==> src/rtl/serial_alu_sequencer_pkg.sv <==
// Shared types and helpers for the bit-serial add/subtract sequencer.
// Holds the FSM encoding, the opcode values and the half-adder primitive.
package serial_alu_sequencer_pkg;

  typedef enum logic [1:0] {
    ST_IDLE = 2'd0,
    ST_RUN  = 2'd1,
    ST_DONE = 2'd2
  } state_e;

  localparam logic OP_ADD = 1'b0;
  localparam logic OP_SUB = 1'b1;

  typedef struct packed {
    logic s;
    logic c;
  } ha_t;

  function automatic ha_t half_add(input logic a, input logic b);
    ha_t r;
    r.s = a ^ b;
    r.c = a & b;
    return r;
  endfunction

  // A counter must exist even for WIDTH=1, so the width never drops below one bit.
  function automatic int cnt_width(input int w);
    return (w > 1) ? $clog2(w) : 1;
  endfunction

endpackage

==> src/rtl/serial_alu_sequencer_fa.sv <==
// Single-bit full adder built from two half-adder stages; the one shared
// arithmetic cell that the sequencer time-multiplexes across all bit positions.
module serial_alu_sequencer_fa
  import serial_alu_sequencer_pkg::*;
(
  input  logic a,
  input  logic b,
  input  logic ci,
  output logic s,
  output logic co
);

  ha_t h1;
  ha_t h2;

  always_comb begin
    h1 = half_add(a, b);
    h2 = half_add(h1.s, ci);
  end

  assign s  = h2.s;
  assign co = h1.c | h2.c;

endmodule

==> src/rtl/serial_alu_sequencer.sv <==
// Bit-serial add/subtract engine: accepts an operand pair, ripples it LSB first
// through one full adder, and returns S/Cout/V/Z through a valid/ready handshake.
module serial_alu_sequencer
  import serial_alu_sequencer_pkg::*;
#(
  parameter  int WIDTH = 4,
  localparam int CNT_W = cnt_width(WIDTH)
) (
  input  logic             clk,
  input  logic             rst_n,
  input  logic             in_valid,
  output logic             in_ready,
  input  logic             op,
  input  logic [WIDTH-1:0] A,
  input  logic [WIDTH-1:0] B,
  input  logic             Cin,
  output logic             out_valid,
  input  logic             out_ready,
  output logic [WIDTH-1:0] S,
  output logic             Cout,
  output logic             V,
  output logic             Z
);

  state_e             state_q, state_d;
  logic [WIDTH-1:0]   a_sr_q, a_sr_d;
  logic [WIDTH-1:0]   b_sr_q, b_sr_d;
  logic [WIDTH-1:0]   s_sr_q, s_sr_d;
  logic               carry_q, carry_d;
  logic [CNT_W-1:0]   cnt_q, cnt_d;
  logic [WIDTH-1:0]   s_res_q, s_res_d;
  logic               cout_q, cout_d;
  logic               v_q, v_d;
  logic               z_q, z_d;

  logic fa_s;
  logic fa_co;
  logic last_bit;

  serial_alu_sequencer_fa u_fa (
    .a  (a_sr_q[0]),
    .b  (b_sr_q[0]),
    .ci (carry_q),
    .s  (fa_s),
    .co (fa_co)
  );

  assign last_bit = (cnt_q == CNT_W'(WIDTH - 1));

  // NOTE: sequential state uses non-blocking assignments so every flop samples
  // the pre-edge value of every other flop, regardless of statement order.
  // The shift registers are reset too; they are only a few bits wide.
  always_ff @(posedge clk or negedge rst_n) begin
    if (!rst_n) begin
      state_q <= ST_IDLE;
      a_sr_q  <= '0;
      b_sr_q  <= '0;
      s_sr_q  <= '0;
      carry_q <= 1'b0;
      cnt_q   <= '0;
      s_res_q <= '0;
      cout_q  <= 1'b0;
      v_q     <= 1'b0;
      z_q     <= 1'b0;
    end else begin
      state_q <= state_d;
      a_sr_q  <= a_sr_d;
      b_sr_q  <= b_sr_d;
      s_sr_q  <= s_sr_d;
      carry_q <= carry_d;
      cnt_q   <= cnt_d;
      s_res_q <= s_res_d;
      cout_q  <= cout_d;
      v_q     <= v_d;
      z_q     <= z_d;
    end
  end

  always_comb begin
    state_d = state_q;
    case (state_q)
      ST_IDLE: if (in_valid)  state_d = ST_RUN;
      ST_RUN:  if (last_bit)  state_d = ST_DONE;
      ST_DONE: if (out_ready) state_d = ST_IDLE;
      default:                state_d = ST_IDLE;
    endcase
  end

  // NOTE: every signal gets a hold default before the case so no path leaves
  // it unassigned, which would otherwise infer a latch.
  always_comb begin
    a_sr_d  = a_sr_q;
    b_sr_d  = b_sr_q;
    s_sr_d  = s_sr_q;
    carry_d = carry_q;
    cnt_d   = cnt_q;
    s_res_d = s_res_q;
    cout_d  = cout_q;
    v_d     = v_q;
    z_d     = z_q;
    case (state_q)
      ST_IDLE: begin
        if (in_valid) begin
          a_sr_d  = A;
          b_sr_d  = (op == OP_SUB) ? ~B : B;
          carry_d = Cin;
          cnt_d   = '0;
        end
      end
      ST_RUN: begin
        s_sr_d          = s_sr_q >> 1;
        s_sr_d[WIDTH-1] = fa_s;
        a_sr_d          = a_sr_q >> 1;
        b_sr_d          = b_sr_q >> 1;
        carry_d         = fa_co;
        cnt_d           = cnt_q + CNT_W'(1);
        if (last_bit) begin
          // carry_q is the carry into the MSB on this cycle.
          v_d     = carry_q ^ fa_co;
          cout_d  = fa_co;
          s_res_d = s_sr_d;
          z_d     = (s_sr_d == '0);
        end
      end
      default: ;
    endcase
  end

  always_comb begin
    in_ready  = (state_q == ST_IDLE);
    out_valid = (state_q == ST_DONE);
  end

  assign S    = s_res_q;
  assign Cout = cout_q;
  assign V    = v_q;
  assign Z    = z_q;

endmodule

==> config.mk <==
export PLATFORM = sky130hd
export DESIGN_NAME = serial_alu_sequencer
export DESIGN_NICKNAME = d
export VERILOG_FILES = /design/src/rtl/serial_alu_sequencer_pkg.sv /design/src/rtl/serial_alu_sequencer_fa.sv /design/src/rtl/serial_alu_sequencer.sv
export SDC_FILE = /design/constraint.sdc
export NUM_CORES = 1
export LEC_CHECK = 0
export CAP_MARGIN = 20
export CORE_MARGIN = 3
export CORE_UTILIZATION = 56
export CTS_BUF_LIST = sky130_fd_sc_hd__clkbuf_4
export DETAILED_ROUTE_END_ITERATION = 12
export PLACE_DENSITY = 0.95
export REMOVE_ABC_BUFFERS = 1
export SETUP_SLACK_MARGIN = 0.3
export SYNTH_ARGS = -nofsm -noshare
export SYNTH_HDL_FRONTEND = slang
export SYNTH_HIERARCHICAL = 1
export SYNTH_SLANG_ARGS = --single-unit
==> constraint.sdc <==
create_clock -name clk -period 2.8 [get_ports clk]
set_input_delay 0.84 -clock clk [delete_from_list [all_inputs] [get_ports clk]]
set_output_delay 0.84 -clock clk [all_outputs]
set_load 0.05 [all_outputs]
=== Yosys cells after proc, flatten, opt, wreduce, memory -nomap -nowiden ===
Index checks and enable logic that the tools add are counted.

* Add/subtract/negate cells: 1
* Equality and inequality tests: 6
* Muxes and demuxes: 13
* Bitwise gates (word level): 7
* Reductions and logical operators: 6

{| class="wikitable"
|+ Operator list
! operator !! number
|-
| $pmux W4 S2 || 2
|-
| $mux W4 || 3
|-
| $mux W2 || 4
|-
| $pmux W2 S3 || 1
|-
| $eq A2 B2 Y1 const B || 2
|-
| $logic_not A4 Y1 || 1
|-
| $ne A2 B2 Y1 const B || 2
|-
| $not A4 Y4 || 1
|-
| $pmux W2 S2 || 1
|-
| $reduce_and A2 Y1 || 2
|-
| $reduce_and A3 Y1 || 1
|-
| $xor A1 B1 Y1 || 3
|-
| $add A2 B1 Y2 const B || 1
|-
| $and A1 B1 Y1 || 2
|-
| $eq A2 B1 Y1 const B || 1
|-
| $logic_not A2 Y1 || 1
|-
| $ne A2 B1 Y1 const B || 1
|-
| $pmux W1 S2 || 1
|-
| $reduce_bool A2 Y1 || 1
|-
| $mux W1 || 1
|-
| $or A1 B1 Y1 || 1
|}

* Bits in registers: 24
* Input bits: 14
* Logic and storage cells: 43

=== Depth between registers and ports, before layout ===
* Word-level depth: 4
* Depth in mapped cells: 5
* Depth with buffers taken out: 4

=== Hierarchy ===
Netlist, hierarchy kept.

{| class="wikitable"
|+ Modules (own cells, without submodules)
! module !! instances !! cells each !! area an instance (sq um)
|-
| serial_alu_sequencer || 1 || 95 || 1111.1
|-
| serial_alu_sequencer_fa || 1 || 1 || 20.0
|}

=== Worst setup path after synthesis ===
No wires, ideal clock.

* Kind: reg-to-output
* From: register state_q[0]
* To: output port in_ready
* Arrival: 1310 ps
* Path slack: 650 ps
* Stages on the path, launching flop included: 4
* Buffers on the path: 2
* Path through: dfrtp_1 buf_6 buf_2 nor2_1

* Cells in the longest elaborated chain, start to end: 1

{| class="wikitable"
|+ Ends and longest elaborated chain
! item !! RTL line !! RTL
|-
| from (decl) || serial_alu_sequencer.sv:25 || <nowiki>state_e state_q, state_d;</nowiki>
|-
| from (signal assigned) || serial_alu_sequencer.sv:66 || <nowiki>state_q <= state_d;</nowiki>
|-
| $logic_not A2 Y1 || serial_alu_sequencer.sv:130 || <nowiki>in_ready = (state_q == ST_IDLE);</nowiki>
|-
| to (decl) || serial_alu_sequencer.sv:12 || <nowiki>output logic in_ready,</nowiki>
|}

Every way passes these cells.

=== Worst setup path after layout ===
* From: register s_res_q[0], in the netlist S[0]
* To: output port S[0]

{| class="wikitable"
|+ RTL lines
! item !! RTL line !! RTL
|-
| from (decl) || serial_alu_sequencer.sv:31 || <nowiki>logic [WIDTH-1:0] s_res_q, s_res_d;</nowiki>
|-
| from (signal assigned) || serial_alu_sequencer.sv:72 || <nowiki>s_res_q <= s_res_d;</nowiki>
|-
| to (decl) || serial_alu_sequencer.sv:19 || <nowiki>output logic [WIDTH-1:0] S,</nowiki>
|}

No word-level cell between the ends.

==> results.json <==
{
  "grtUsageTotal": 0.1949,
  "yosys_register_bits": 23,
  "critical_path_required_ps": 1960,
  "synth.cell_area_um2": 1131,
  "synth_largest_area_cell": "sky130_fd_sc_hd__dfrtp_1",
  "p_leak_nw": 0.6224,
  "ys_dominant_reg_cell": "sky130_fd_sc_hd__dfrtp_1",
  "numClockSinks": 23,
  "intPower_w": 0.0009032,
  "die-area_um2": 2595,
  "timing_worst_setup_path_type": "reg2out",
  "place_congestion": 0.7626,
  "antennaDiodeCount": 0,
  "slew-limit-headroom": 0.6578,
  "combinational_family_with_the_most_area_after_synthesis": "compound AO/OA/AOI/OAI gates",
  "clock_path_buffers": 2,
  "clock_power_share": 0.101,
  "sequential_share_of_the_synthesized_area": 0.5088,
  "final.min_clock_period_ps": 2348,
  "endpoint_kind": "primary output",
  "hold_viol_final": 0,
  "initial_core_util": 0.6213,
  "yosys.area.top_type_share": 0.5088,
  "final.setup_skew_ps": 5.610,
  "tritoncts.num_buffers": 3,
  "post_synth.cell_area_avg_um2": 11.78,
  "power_switching_share": 0.4251,
  "synth_cells": 96,
  "synth_compound_gate_area_share": 0.1427,
  "fp.coreArea_um2": 1821,
  "synth-edff-count": 0,
  "io_pins": 23,
  "num_rows": 15,
  "final.setup.tns_ps": 0,
  "die_extent_in_y_um": 50.94,
  "cts_tree": "done",
  "synth.area.top_cells": "sky130_fd_sc_hd__dfrtp_1 (51%), sky130_fd_sc_hd__mux2_2 (7.0%), sky130_fd_sc_hd__xnor2_1 (3.9%), sky130_fd_sc_hd__o21ai_0 (3.1%), sky130_fd_sc_hd__nor2b_1 (2.8%)",
  "crit_path_max_fanout": 2,
  "synthMuxAreaShare": 0.09845,
  "place_inst": 140,
  "seq_power_share": 0.364,
  "dpl.hpwl_mm": 1.747,
  "synth_simple_gate_area_share": 0.1383,
  "cts-hold-fix-buffers": 0,
  "area_delta_synth_final_pct": 23.12,
  "timing.critical_path.arrival_ps": 1510,
  "yosys.area_share.xor_xnor": 0.03872,
  "cp-start-kind": "flop",
  "multi_input_area_um2": 505.5,
  "cpLargestDelayFamily": "buffers and inverters",
  "cts_root_buf": "sky130_fd_sc_hd__clkbuf_4",
  "routed_wl_mm": 2.279,
  "clkSlewWorstSetupHoldPaths_ps": 120,
  "synthesized_area_fraction_occupied_by_adder_cells": 0.02876,
  "drt_pass1_iterations": 4,
  "final.fill_count": 128,
  "distinct_cells_synth": 32,
  "worst_skew_pair.late_latency_ps": 300,
  "post_route_cells_drive_above_1_share": 0.1513,
  "timing.final.crit_share": 0.8387,
  "grt_setup_unrepaired": "no",
  "first_global_vias": 829,
  "die_width_um": 50.94,
  "num-nets-final": 136,
  "utilization": 0.7649,
  "avgViaCountPerCell": 5.736,
  "power.switching_w": 0.0006678,
  "htreeDepth": 1,
  "series_of_cell_instances_along_the_critical_path": "clkdlybuf4s50_1",
  "synthArstFlopShare": 1.000,
  "power.combinational.fraction": 0.534,
  "min-delay-path-class": "reg2reg",
  "critical_path.max_stage_delay_ps": 820,
  "route.vias.total": 826,
  "yosysMostFrequentCell": "sky130_fd_sc_hd__dfrtp_1",
  "ir_drop_mv": 0.6686,
  "stdcell_count": 144,
  "worstPathBufferInverterCount": 1,
  "number_of_antenna_violations_at_the_first_check_in_global_routing": 0,
  "finalPower_w": 0.001571,
  "synth.cells.most_frequent": "sky130_fd_sc_hd__dfrtp_1 (23), sky130_fd_sc_hd__mux2_2 (7), sky130_fd_sc_hd__o21ai_0 (7)",
  "power_density_nw_per_um2": 1128,
  "hold_slack_ps": 503.6,
  "register_area_um2": 575.6,
  "timing.final.max_slew_violations": 0,
  "initial_detailed_routing_violation_count": 9,
  "grt_first_pass_wirelength_mm": 3.767,
  "wl_per_cell_um": 15.83,
  "status": "complete, no violations",
  "io_buffer_count": 22,
  "ant_nets": 0,
  "fmaxAchievable_ghz": 0.4258,
  "global_route.overflow_total": 0,
  "grt_max_degree": 24,
  "maxCapViolCount": 0,
  "timing_worst_slew_pin_value_ps": 511.7,
  "drc": 0,
  "yosys_warnings": 6,
  "setup_viol": 0,
  "worst_path_max_delay_cell": "sky130_fd_sc_hd__clkdlybuf4s50_1"
}
-- final cells by class --
cell class | count | area share
tap | 25 | 0.02246
sequential | 23 | 0.4133
inverter | 2 | 0.005391
timing repair buffer | 25 | 0.1743
multi-input combinational | 65 | 0.3630
clock buffer | 4 | 0.02156
-- final timing paths --
| path | start | to | slack, ps | cells past startpoint |
|---|---|---|---|---|
| max in group asynchronous | rst_n | S[3] | 1700 | 2 |
| worst max-delay path | S[0] | S[0] | 450 | 1 |
| worst min-delay path | V | V | 500 | 2 |
| worst min register to register | V | V | 500 | 2 |
| min in group asynchronous | rst_n | s_sr_q[3] | 880 | 2 |
| worst max register to register | a_sr_q[0] | Z | 1170 | 3 |
-- flip-flops by register name (all words and copies together), names as in the netlist, 2 cells and up --
register / cells
S: 4
a_sr_q: 4
b_sr_q: 4
s_sr_q: 3
cnt_q: 2
state_q: 2
-- stage by stage --
stage,setup slack (ps),area (µm²)
after global placement,625.8,1360
after detailed placement,481.8,1360
after global routing,399.9,1393
final,451.7,1393
after floorplan,718.3,1089
after CTS,336.3,1390
-- timing repair --
item,4_1_cts,5_1_grt
endpoints found under the setup margin,0,1
setup buffers,0,0
resized for setup,0,1
-- logic make-up (layout without fill, tap and decap cells) --
logic type                 count (synthesis)  in the layout
xor gates and xnor gates                   5              5
AOI/OAI and AO/OA                         25             25
DFF                                       23             23
buffers and inverters                      8             31
muxes                                     10             10
adders and majority gates                  2              2
and+or+nand+nor                           23             23
-- routing by layer --
metal,global-route usage,wire (µm),share of wire
met1,0.2315,946,0.42
met3,0.02624,86,0.038
met4,0.05381,24,0.011
met2,0.3627,1222,0.54
met5,0,0,0
-- cell usage in the layout (no fill, tap or decap) --
cell type and n:
sky130_fd_sc_hd__mux2_2 7, sky130_fd_sc_hd__clkdlybuf4s50_1 20, sky130_fd_sc_hd__a221o_1 2, sky130_fd_sc_hd__a21oi_1 5, sky130_fd_sc_hd__clkbuf_4 4, sky130_fd_sc_hd__o32ai_1 2, sky130_fd_sc_hd__xnor2_1 5, sky130_fd_sc_hd__and3b_1 1
sky130_fd_sc_hd__or2b_1 1, sky130_fd_sc_hd__or4_1 1, sky130_fd_sc_hd__mux2i_1 1, sky130_fd_sc_hd__o21ai_1 2, sky130_fd_sc_hd__nand2_1 5, sky130_fd_sc_hd__or3_1 1, sky130_fd_sc_hd__buf_4 4, sky130_fd_sc_hd__nor2_1 3
sky130_fd_sc_hd__fa_1 1, sky130_fd_sc_hd__nand2b_1 2, sky130_fd_sc_hd__nor2b_1 5, sky130_fd_sc_hd__nand3b_4 1, sky130_fd_sc_hd__o21ai_0 7, sky130_fd_sc_hd__dfrtp_1 23, sky130_fd_sc_hd__o31ai_1 1, sky130_fd_sc_hd__inv_1 2
sky130_fd_sc_hd__mux2_1 2, sky130_fd_sc_hd__nand2b_4 1, sky130_fd_sc_hd__a22oi_1 4, sky130_fd_sc_hd__ha_1 1, sky130_fd_sc_hd__a22o_1 1, sky130_fd_sc_hd__nand3_1 1, sky130_fd_sc_hd__nor2b_4 1, sky130_fd_sc_hd__o21bai_1 1
sky130_fd_sc_hd__dlymetal6s2s_1 1
-- power by group through the flow --
stage	Combinational [W]	Clock [W]	Sequential, W
after floorplan	0.000395	0	0.000753
after global placement	0.000811	0	0.000564
after detailed placement	0.000844	0	0.000582
after CTS	0.000847	0.000161	0.000574
after global routing	0.000896	0.000180	0.000594
final	0.000840	0.000159	0.000572
(Power assumes the default switching activity.)
==> variant 1, RTL diff (same settings) <==
The parameter `WIDTH` goes from 4 to 6.
--- a/src/rtl/serial_alu_sequencer.sv
+++ b/src/rtl/serial_alu_sequencer.sv
@@ -5,3 +5,3 @@
 #(
-  parameter  int WIDTH = 4,
+  parameter  int WIDTH = 6,
   localparam int CNT_W = cnt_width(WIDTH)
Interface: changed (resized A, B and S); port bits go from 23 to 29. The function was not compared with the original's and may differ.
==> variant 1 against the unedited design <==
- sequential share of layout area up 2.3 points
- sequential cell count up 9
- cell area up 32%
- highest routed layer unchanged
- critical endpoint is now S[5]
- clock skew up 0.0048 ns
- power up 27%
- fmax up 0.59%
- wire length up 18%
- worst setup slack better by 0.014 ns
- synthesized area up 33%
- synthesized cell count up 42%
- non-clock buffer count up 5
- largest power group unchanged
==> variant 1: results (changes against the unedited design) <==
ClkCell Share 3.070% (+0.91 points); fin cells 196 (+36%); fin worst setup slack 0.4654 ns (+0.01373 ns); Clk. pwr 0.260 mW (+64%); pre-CTS WS 0.6152 ns (+0.1334 ns); CP endpoint S[5]; GRT Total Usage 18.47% (-1.0 points); vias 1113 (+35%); # fillers 195 (+52%); internal reg-to-reg setup slack 1.04 ns (-0.13 ns); CTS clk-pin slew, worst paths 0.09 ns (-0.03 ns); Yosys cell types 28 (-13%); pwr/cell area 1086 nW/um^2 (-3.7%); Net Sw Power 0.8358 mW (+25%); origin of the worst setup path S[5]$_DFFE_PN0P_; CP arrival 1.49 ns (-0.02 ns); layout cell share with drive strength beyond 1 13.25% (-1.9 points); Mapped Cells 136 (+42%); final weighted congestion in routability-driven placement 0.7372 (-3.3%); synth cell count leaders 34 x nand2_1, 32 x dfrtp_1, 11 x o21ai_0, 7 x a22oi_1, 7 x xnor2_1; IO Port Bufs 28 (+27%); Inserted Clock Buffers 5 (+2); Slowest Stage Delay on Critical Path 0.80 ns (-0.02 ns); #MultiIn Comb 94 (+45%); clk_lat worst skew 0.33 ns (+0.03 ns); met3 Resource Use GR 4.900% (+2.3 points); Area after DPL 1778 sq um (+31%); largest net degree at the start of global routing 33 (+38%); status completed; Non-clk bufs 30 (+20%); leak pwr 0.8358 nW (+34%); H-tree Lvls 2 (+1)
## variant 1: cell types whose count changed in the layout (fill, tap and decap cells not counted), sizes merged, moves of 3 or more
| cell | delta |
|---|---|
| a21oi | -3 |
| clkbuf | +3 |
| dfrtp | +9 |
| nand2 | +29 |
| clkdlybuf4s50 | +6 |
| o221ai | +4 |
| a22oi | +3 |
## variant 1: cells by family (layout without fill, tap and decap cells)
| logic type | Yosys count | after routing | synth area share [%] |
|---|---|---|---|
| AND/OR/NAND/NOR | 46 | 46 | 14.25 |
| flip-flops | 32 | 32 | 53.33 |
| AO/OA/AOI/OAI | 30 | 30 | 14.17 |
| buffers and inverters | 10 | 40 | 3.917 |
| multiplexers | 8 | 8 | 7.250 |
| XOR/XNOR | 7 | 7 | 4.083 |
| adder cells (fa/ha/maj) | 3 | 3 | 3.000 |
## variant 1: per-layer routing
layer | wire (um) | share of wire, %
met5 | 0 | 0
met4 | 53 | 2.0
met3 | 175 | 6.5
met2 | 1325 | 49
met1 | 1137 | 42
==> variant 2, RTL diff (config.mk and constraints unchanged) <==
Made on the original files. Re-encode `state_e` (3 states) as one-hot, 3 bits wide.
--- a/src/rtl/serial_alu_sequencer_pkg.sv
+++ b/src/rtl/serial_alu_sequencer_pkg.sv
@@ -4,6 +4,6 @@
 
-  typedef enum logic [1:0] {
-    ST_IDLE = 2'd0,
-    ST_RUN  = 2'd1,
-    ST_DONE = 2'd2
+  typedef enum logic [2:0] {
+    ST_IDLE = 3'b001,
+    ST_RUN  = 3'b010,
+    ST_DONE = 3'b100
   } state_e;
Function: same outputs for any inputs over 10 cycles, from zero or initial values and one cycle with rst_n low; not proved beyond that.
==> variant 2 against the unedited design <==
- count of clock-buffer cells in the layout is 1 lower
- wire length is 15% lower
- highest routed layer unchanged
- cell area hardly changed
- first-iteration DRC count is 89% lower
- synthesized area is 2.3% lower
- global-route usage is 1.2 points lower
- power is 3.1% lower
- sequential share of layout area is 1.8 points higher
- sequential cell count is 1 higher
- worst setup slack worse by 0.048 ns
- utilization is 0.87 points higher
- clock skew hardly changed
- sequential power is 5.9% higher
- largest power group unchanged
- critical endpoint is now out_valid
==> variant 2: results (changes against the unedited design) <==
status completed; sequential share of the synthesized area 54.47% (+3.6 points); highest net fanout along the worst path 8 (+6); vias in the first global route 770 (-7.1%); worst hold slack 0.5014 ns (-0.002216 ns); Worst-Margin Slew 0.6482 ns (+0.1364 ns); GRT Total Usage 18.28% (-1.2 points); leak pwr 0.6147 nW (-1.2%); hpwl dp 1491 um (-15%); PostCTS Resize Cnt 1 (+1); final weighted congestion in routability-driven placement 0.7530 (-1.3%); delay-heaviest family, CP flip-flops; clock skew 0.006089 ns (+0.0004787 ns); clk_lat worst skew 0.33 ns (+0.03 ns); M1 WL 815 um (-14%); DR WL/cell 13.45 um (-15%); Slowest-stage cell, CP dfstp_2; Slowest Stage Delay on Critical Path 0.61 ns (-0.21 ns); Yosys cell types 26 (-19%); Synth Area per Inst 11.63 sq um (-1.3%); first-pass GRT wire length 3470 um (-7.9%); IO Port Bufs 22 (unchanged); DR iter-0 viols 1 (-8); synth cell count leaders 23 x dfrtp_1, 18 x nand2_1, 8 x mux2i_1; routed wl met3 84 um (-2.3%); final WL 1937 um (-15%); met2 WL post-DR 968 um (-21%); Area after DPL 1343 sq um (-1.3%); Synth area leaders dfrtp_1 52%, mux2i_1 7.2%, nand2_1 6.1%; vias per cell 5.319 (-7.3%); pre-CTS WS 0.4782 ns (-0.003600 ns); Max VDD drop 0.0006832 V (+2.2%); # fillers 129 (+0.78%); CP arrival 1.56 ns (+0.05 ns); largest net degree at the start of global routing 25 (+4.2%); first-pass detailed-route iteration total 4 (unchanged)
variant 2: cell types whose count changed in the layout (fill, tap and decap cells not counted), sizes merged, moves of 3 or more:
cell	before	now
nor2b	6	0
xor2	0	3
o21ai	9	12
xnor2	5	2
a22oi	4	0
mux2	9	6
mux2i	1	8
a21oi	5	0
nand2	5	18
variant 2: final cells by class:
type	instances	area [sq um]	share of cell area, %
clock inverters	1	30.03	2.154
repair buffers	24	231.5	16.61
clock buffers	3	22.52	1.616
flip-flops and latches	24	601.8	43.18
multi-input cells	67	476.7	34.20
well taps	25	31.28	2.244
variant 2: worst paths after layout:
kind	startpoint	end	depth (start not counted)
max	state_q[0]$_DFFE_PN1P_	out_valid	3
max in group asynchronous	rst_n	state_q[0]$_DFFE_PN1P_	2
min in group asynchronous	rst_n	s_sr_q[3]$_DFFE_PN0P_	2
min	b_sr_q[3]$_DFFE_PN0P_	b_sr_q[2]$_DFFE_PN0P_	2
max reg2reg	a_sr_q[0]$_DFFE_PN0P_	Z$_DFFE_PN0P_	3
min reg2reg	b_sr_q[3]$_DFFE_PN0P_	b_sr_q[2]$_DFFE_PN0P_	2
variant 2: cells by family after synthesis:
group,Yosys count,synth area share (%)
buffers and inverters,4,2.378
AO/OA/AOI/OAI,16,8.721
flip-flops,24,54.47
AND/OR/NAND/NOR,30,14.16
multiplexers,14,13.36
XOR/XNOR,5,3.964
adder cells (fa/ha/maj),2,2.944
variant 2: power by group:
| part | leakage (nW) | switching [mW] | internal, mW |
|---|---|---|---|
| logic | 0.279 | 0.376 | 0.289 |
| clock network | 0.0279 | 0.107 | 0.145 |
| registers | 0.308 | 0.108 | 0.498 |
variant 2: layer usage:
metal  global-route usage, %  up-vias
met3                   2.967        8
met4                   10.76        0
met2                   31.09       21
met5                       0        -
met1                   21.65      359
li1                        -      378
